--- src/rtl/vga_pkg.sv ---
// Shared VGA timing constants (640x480 frame) and the motion controller state encoding.
package vga_pkg;

  localparam int H_VA    = 640;
  localparam int H_FP    = 16;
  localparam int H_SYNC  = 96;
  localparam int H_BP    = 48;
  localparam int H_LINE  = H_VA + H_FP + H_SYNC + H_BP;

  localparam int V_VA    = 480;
  localparam int V_FP    = 10;
  localparam int V_SYNC  = 2;
  localparam int V_BP    = 33;
  localparam int V_FRAME = V_VA + V_FP + V_SYNC + V_BP;

  typedef enum logic [1:0] {
    ST_RUN  = 2'd0,
    ST_CFG  = 2'd1,
    ST_MOVE = 2'd2
  } state_t;

endpackage : vga_pkg

--- src/rtl/square_motion_ctrl_if.sv ---
// Position-load handshake: the requester holds cfg_valid and the coordinates until cfg_ready.
interface square_motion_ctrl_if;

  logic       cfg_valid;
  logic [9:0] cfg_x;
  logic [8:0] cfg_y;
  logic       cfg_ready;

  modport master (output cfg_valid, cfg_x, cfg_y, input cfg_ready);
  modport slave  (input cfg_valid, cfg_x, cfg_y, output cfg_ready);

endinterface : square_motion_ctrl_if

--- src/rtl/square_axis_step.sv ---
// Next position/direction for one axis of the bouncing square; clamps at 0 and at limit.
module square_axis_step #(
  parameter int W    = 10,
  parameter int STEP = 2
) (
  input  logic [W-1:0] pos,
  input  logic         dir,
  input  logic [W-1:0] limit,
  output logic [W-1:0] next_pos,
  output logic         next_dir
);

  // 11-bit intermediates so pos+STEP can never wrap before the limit compare.
  logic [10:0] pos_w;
  logic [10:0] lim_w;
  logic [10:0] step_w;
  logic [10:0] sum_w;
  logic [10:0] diff_w;

  assign pos_w  = 11'(pos);
  assign lim_w  = 11'(limit);
  assign step_w = 11'(STEP);
  assign sum_w  = pos_w + step_w;
  assign diff_w = pos_w - step_w;

  always_comb begin
    // NOTE: defaults first so every path assigns both outputs and no latch is inferred.
    next_pos = pos;
    next_dir = dir;
    if (!dir) begin
      if (sum_w >= lim_w) begin
        next_pos = limit;
        next_dir = 1'b1;
      end else begin
        next_pos = W'(sum_w);
      end
    end else begin
      if (pos_w <= step_w) begin
        next_pos = '0;
        next_dir = 1'b0;
      end else begin
        next_pos = W'(diff_w);
      end
    end
  end

endmodule : square_axis_step

--- src/rtl/square_motion_ctrl.sv ---
// Bouncing-square controller: moves or reloads the square once per frame during vertical blank
// and produces a registered per-pixel hit signal.
module square_motion_ctrl
  import vga_pkg::*;
#(
  parameter int SIZE = 32,
  parameter int STEP = 2
) (
  input  logic                 clk,
  input  logic                 rstn,
  input  logic [9:0]           h_count,
  input  logic [8:0]           v_count,
  input  logic                 display_on,
  input  logic                 en,
  square_motion_ctrl_if.slave  cfg,
  output logic [9:0]           sq_x,
  output logic [8:0]           sq_y,
  output logic                 dir_x,
  output logic                 dir_y,
  output logic                 frame_tick,
  output logic                 pixel_on
);

  localparam logic [9:0] X_LIM = 10'(H_VA - SIZE);
  localparam logic [8:0] Y_LIM = 9'(V_VA - SIZE);

  state_t     state;
  logic       cfg_ready;
  logic       frame_event;
  logic [9:0] nx_pos;
  logic [8:0] ny_pos;
  logic       nx_dir;
  logic       ny_dir;
  logic [9:0] clamp_x;
  logic [8:0] clamp_y;
  logic       hit;

  assign cfg.cfg_ready = cfg_ready;

  // Line 480, pixel 0 is the first blanking cycle after the last visible line.
  assign frame_event = (h_count == 10'd0) && (v_count == 9'(V_VA));

  assign clamp_x = (cfg.cfg_x > X_LIM) ? X_LIM : cfg.cfg_x;
  assign clamp_y = (cfg.cfg_y > Y_LIM) ? Y_LIM : cfg.cfg_y;

  square_axis_step #(.W(10), .STEP(STEP)) u_step_x (
    .pos      (sq_x),
    .dir      (dir_x),
    .limit    (X_LIM),
    .next_pos (nx_pos),
    .next_dir (nx_dir)
  );

  square_axis_step #(.W(9), .STEP(STEP)) u_step_y (
    .pos      (sq_y),
    .dir      (dir_y),
    .limit    (Y_LIM),
    .next_pos (ny_pos),
    .next_dir (ny_dir)
  );

  // Half-open window compare, widened so sq+SIZE cannot wrap.
  logic [10:0] hx, sx, vy, sy;
  assign hx = {1'b0, h_count};
  assign sx = {1'b0, sq_x};
  assign vy = {2'b00, v_count};
  assign sy = {2'b00, sq_y};

  assign hit = display_on
            && (hx >= sx) && (hx < sx + 11'(SIZE))
            && (vy >= sy) && (vy < sy + 11'(SIZE));

  // NOTE: sequential state uses non-blocking assignments only, so every register samples pre-edge values.
  always_ff @(posedge clk or negedge rstn) begin
    if (!rstn) begin
      state      <= ST_RUN;
      sq_x       <= '0;
      sq_y       <= '0;
      dir_x      <= 1'b0;
      dir_y      <= 1'b0;
      cfg_ready  <= 1'b0;
      frame_tick <= 1'b0;
      pixel_on   <= 1'b0;
    end else begin
      frame_tick <= frame_event;
      pixel_on   <= hit;
      cfg_ready  <= 1'b0;
      case (state)
        ST_RUN: begin
          if (frame_event) begin
            if (cfg.cfg_valid) begin
              state     <= ST_CFG;
              cfg_ready <= 1'b1;
            end else if (en) begin
              state <= ST_MOVE;
            end
          end
        end
        ST_CFG: begin
          sq_x  <= clamp_x;
          sq_y  <= clamp_y;
          state <= ST_RUN;
        end
        ST_MOVE: begin
          sq_x  <= nx_pos;
          sq_y  <= ny_pos;
          dir_x <= nx_dir;
          dir_y <= ny_dir;
          state <= ST_RUN;
        end
        default: state <= ST_RUN;
      endcase
    end
  end

endmodule : square_motion_ctrl

--- src/flat_wrapper.sv ---
// flat-port wrapper written by rule: the top's interface ports become plain ports
module square_motion_ctrl_flat import vga_pkg::*;
#(
  parameter int SIZE = 32,
  parameter int STEP = 2
)
  (clk, rstn, h_count, v_count, display_on, en, sq_x, sq_y, dir_x, dir_y, frame_tick, pixel_on, cfg_cfg_valid, cfg_cfg_x, cfg_cfg_y, cfg_cfg_ready);
  square_motion_ctrl_if cfg_i ();
  input  logic clk;
  input  logic rstn;
  input  logic [9:0] h_count;
  input  logic [8:0] v_count;
  input  logic display_on;
  input  logic en;
  output logic [9:0] sq_x;
  output logic [8:0] sq_y;
  output logic dir_x;
  output logic dir_y;
  output logic frame_tick;
  output logic pixel_on;
  input wire logic [$bits(cfg_i.cfg_valid)-1:0] cfg_cfg_valid;
  input wire logic [$bits(cfg_i.cfg_x)-1:0] cfg_cfg_x;
  input wire logic [$bits(cfg_i.cfg_y)-1:0] cfg_cfg_y;
  output wire logic [$bits(cfg_i.cfg_ready)-1:0] cfg_cfg_ready;
  assign cfg_i.cfg_valid = cfg_cfg_valid;
  assign cfg_i.cfg_x = cfg_cfg_x;
  assign cfg_i.cfg_y = cfg_cfg_y;
  assign cfg_cfg_ready = cfg_i.cfg_ready;
  square_motion_ctrl #(.SIZE(SIZE), .STEP(STEP)) u_core (.clk(clk), .rstn(rstn), .h_count(h_count), .v_count(v_count), .display_on(display_on), .en(en), .cfg(cfg_i), .sq_x(sq_x), .sq_y(sq_y), .dir_x(dir_x), .dir_y(dir_y), .frame_tick(frame_tick), .pixel_on(pixel_on));
endmodule
--- config.mk ---
export PLATFORM = sky130hd
export DESIGN_NAME = square_motion_ctrl_flat
export DESIGN_NICKNAME = d
export VERILOG_FILES = /design/src/rtl/vga_pkg.sv /design/src/rtl/square_motion_ctrl_if.sv /design/src/rtl/square_axis_step.sv /design/src/rtl/square_motion_ctrl.sv /design/src/flat_wrapper.sv
export SDC_FILE = /design/constraint.sdc
export NUM_CORES = 1
export LEC_CHECK = 0
export ABC_AREA = 0
export CORE_MARGIN = 2
export CORE_UTILIZATION = 45
export DETAILED_ROUTE_END_ITERATION = 10
export PLACE_DENSITY = 0.82
export SLEW_MARGIN = 10
export SYNTH_ARGS = -nofsm -noshare
export SYNTH_HDL_FRONTEND = slang
export SYNTH_HIERARCHICAL = 1
export SYNTH_SLANG_ARGS = --single-unit
--- constraint.sdc ---
create_clock -name clk -period 9.5 [get_ports clk]
set_input_delay 1.425 -clock clk [delete_from_list [all_inputs] [get_ports clk]]
set_output_delay 1.425 -clock clk [all_outputs]
set_load 0.01 [all_outputs]
==> flow_summary.ini <==
[logic_synthesis]
ys_top_cells_by_count = 55 x ha_1, 51 x inv_1, 34 x nor2_1
synth.area.top_cells = ha_1 19%, dfrtp_1 18%, inv_1 5.3%
seq_area_frac_synth_pct = 18.0
async_flop_share_pct = 100
synth.avg_cell_area_um2 = 7.97
synth-edff-count = 0
synth_most_common_cell = ha_1
synth_seq_cells = 26
ys_types = 68
synth_warnings = 6
synth_top_area_share_pct = 19.1
dominantRegCellSynth = dfrtp_1
synth_largest_area_cell = ha_1
synthCells = 453
netlist_area_um2 = 3610

[global_route]
track_usage_pct = 23.5
grt_pass1_wl_mm = 16.7
grt_max_degree = 40
grt.overflow.total = 0
grt_pass1_vias = 3521
antenna_found_initial = 0

[clock_tree]
cts_hold_buffers = 0
cts-root-buf = clkbuf_8
ctsResizeCount = 0
clk_path_buf_depth = 2
clk_latency_ps = 280
cts_tree = built
cts_sinks = 26
clk_pin_slew_ps = 100
numCtsBuffers = 3
h-tree-depth = 1
cts_post_setup_buffers_inserted = 0

[hold_path]
worstHoldPathType = flip-flop to flip-flop
min-delay-start = u_core/state[0]

[placement]
hpwl_mm = 7.99
port_buffers = 66
place_congestion = 0.937

[sta]
fin_crit_ps = 3840
max_freq_mhz = 260
finalMaxSlewViolations = 0
grt_setup_unrepaired = false
setup_viol = 0
finClkSkew_ps = 4.00
slew_headroom_pct = 52.5
fin_crit_sh_pct = 40.4
tightest_slew_ps = 709
hold_viol_final = 0
tns_ps = 0

[setup_path]
cp-endpoint = u_core/sq_x[6]
path_class = flip-flop to flip-flop
cp_data_arrival_time_ps = 3990
r2r-start = u_core/sq_x[5]
rrSetupSlack_ps = 5660
r2r_cells = 13
crit_start = u_core/sq_x[5]
critical_path_required_ps = 9650
crit_path_start_kind = flip-flop
worstPathMaxFanout = 10
cpMostUsedCell = o21ai_0
critPathSlowestCell = dfrtp_1
crit_path_end_kind = flip-flop
critPathMaxStageDelay_ps = 590
r2r_end = u_core/sq_x[6]
path_cells = nand3_1 > nor3_4 > and3_1 > xor2_1 > ha_1 > a21o_1 > a221oi_2 > nand2_2 > nor2_1 > a221oi_1 > mux2_2 > o21ai_0 > o21ai_0

[die]
dieHeight_um = 93.6
rows = 32
start_util_pct = 46.5
die_area_um2 = 8760
die_w_um = 93.6
coreArea_um2 = 7770
ioPinCount = 67

[job]
maxCapViolCount = 0

[drt]
ant_nets = 0
vias_per_cell = 5.77
firstDrtPassIters = 5
drc = 0
wl_mm = 10.3
avgRoutedWirePerCell_um = 16.1
drt_iter0_markers = 296
via_count = 3682

[power]
clock_power_share_pct = 24.6
power_density_nw_per_um2 = 85.7
swShare_pct = 35.0
power_w = 0.000386
leakagePower_nw = 2.06
power_frac_seq_pct = 34.5
p_int_w = 0.000251
power_switching_w = 0.000135
p_comb_share_pct = 41.0
ir_drop_uv = 46.3

[outcome]
status = complete, no violations

[final_layout]
area.growth.synth_to_final_pct = 24.6
nFillCells = 705
antenna_cells = 0
drive_gt1_share_pct = 5.60
final_nets = 635
-- layout make-up --
class	count	area, µm²	share of cell area (%)
Multi-Input combinational cell	384	2770	61.5
Timing Repair Buffer	69	683	15.2
Sequential cell	26	651	14.5
Inverter	53	199	4.42
Tap cell	102	128	2.84
Clock buffer	3	41.3	0.917
Clock inverter	1	30.0	0.667
-- routing by layer --
layer	vias up	share of wire, %	global-route usage, %
li1	1777	-	-
met1	1765	47	34.0
met2	130	47	39.1
met3	10	4.5	0.886
met4	0	1.2	5.19
met5	-	0	0
-- power groups by stage --
stage | sequential [W] | clock, W | combinational, W
finish | 0.000133 | 0.0000948 | 0.000158
global route | 0.000134 | 0.000100 | 0.000175
CTS | 0.000133 | 0.0000961 | 0.000155
detailed placement | 0.000135 | 0 | 0.000154
global placement | 0.000134 | 0 | 0.000149
floorplan | 0.000129 | 0 | 0.000103
-- metrics by stage --
step           cell area, µm²  setup slack (ps)  hold slack [ps]  util [%]  instances
2_1_floorplan            3720              6240              500         -        482
3_3_place_gp             4430              6010              523      57.0        634
3_5_place_dp             4430              5780              535      57.0        634
4_1_cts                  4500              5700              550      57.9        638
5_1_grt                  4500              5420              587      57.9        638
6_report                 4500              5660              558      57.9        638
-- layout by cell type, fill, tap and decap left out, drive strengths merged, types with 10 or more instances in the layout --
master	count
a21o	13
xor2	10
conb	31
nand3	23
nand2	24
o21ai	24
a21oi	31
ha	55
nor2	34
xnor2	14
nor3	13
dfrtp	26
inv	53
clkdlybuf4s50	66
-- worst max-delay path: cells and delay by family, from the launching register on --
kind	cells	cell delay, ps
simple gates	5	1270
compound gates	5	980
flops	1	590
fa+ha+maj	1	310
mux	1	290
xor+xnor	1	260
-- worst min path at each step --
stage          cells after the start  slack [ps]              end
2_1_floorplan                      2         500  u_core/state[0]
6_report                           2         560  u_core/state[0]
3_5_place_dp                       2         540  u_core/state[0]
5_1_grt                            2         590  u_core/state[0]
3_3_place_gp                       2         520  u_core/state[0]
4_1_cts                            2         550  u_core/state[0]
-- kinds of logic after synthesis --
logic type	Yosys count	share of synthesized area, %
buf+inv	72	8.35
mux	10	2.94
fa+ha+maj	55	19.1
other cells	2	0.208
compound gates	127	25.1
flops	26	18.0
simple gates	137	20.5
xor+xnor	24	5.82
-- sequential cells by signal, indices dropped and copies added, names as in the netlist --
register / count
u_core/dir_x: 1
u_core/pixel_on: 1
u_core/cfg.cfg_ready: 1
u_core/sq_y: 9
u_core/dir_y: 1
u_core/sq_x: 10
u_core/frame_tick: 1
u_core/state: 2
No activity file was read; power rests on OpenSTA's default activity.
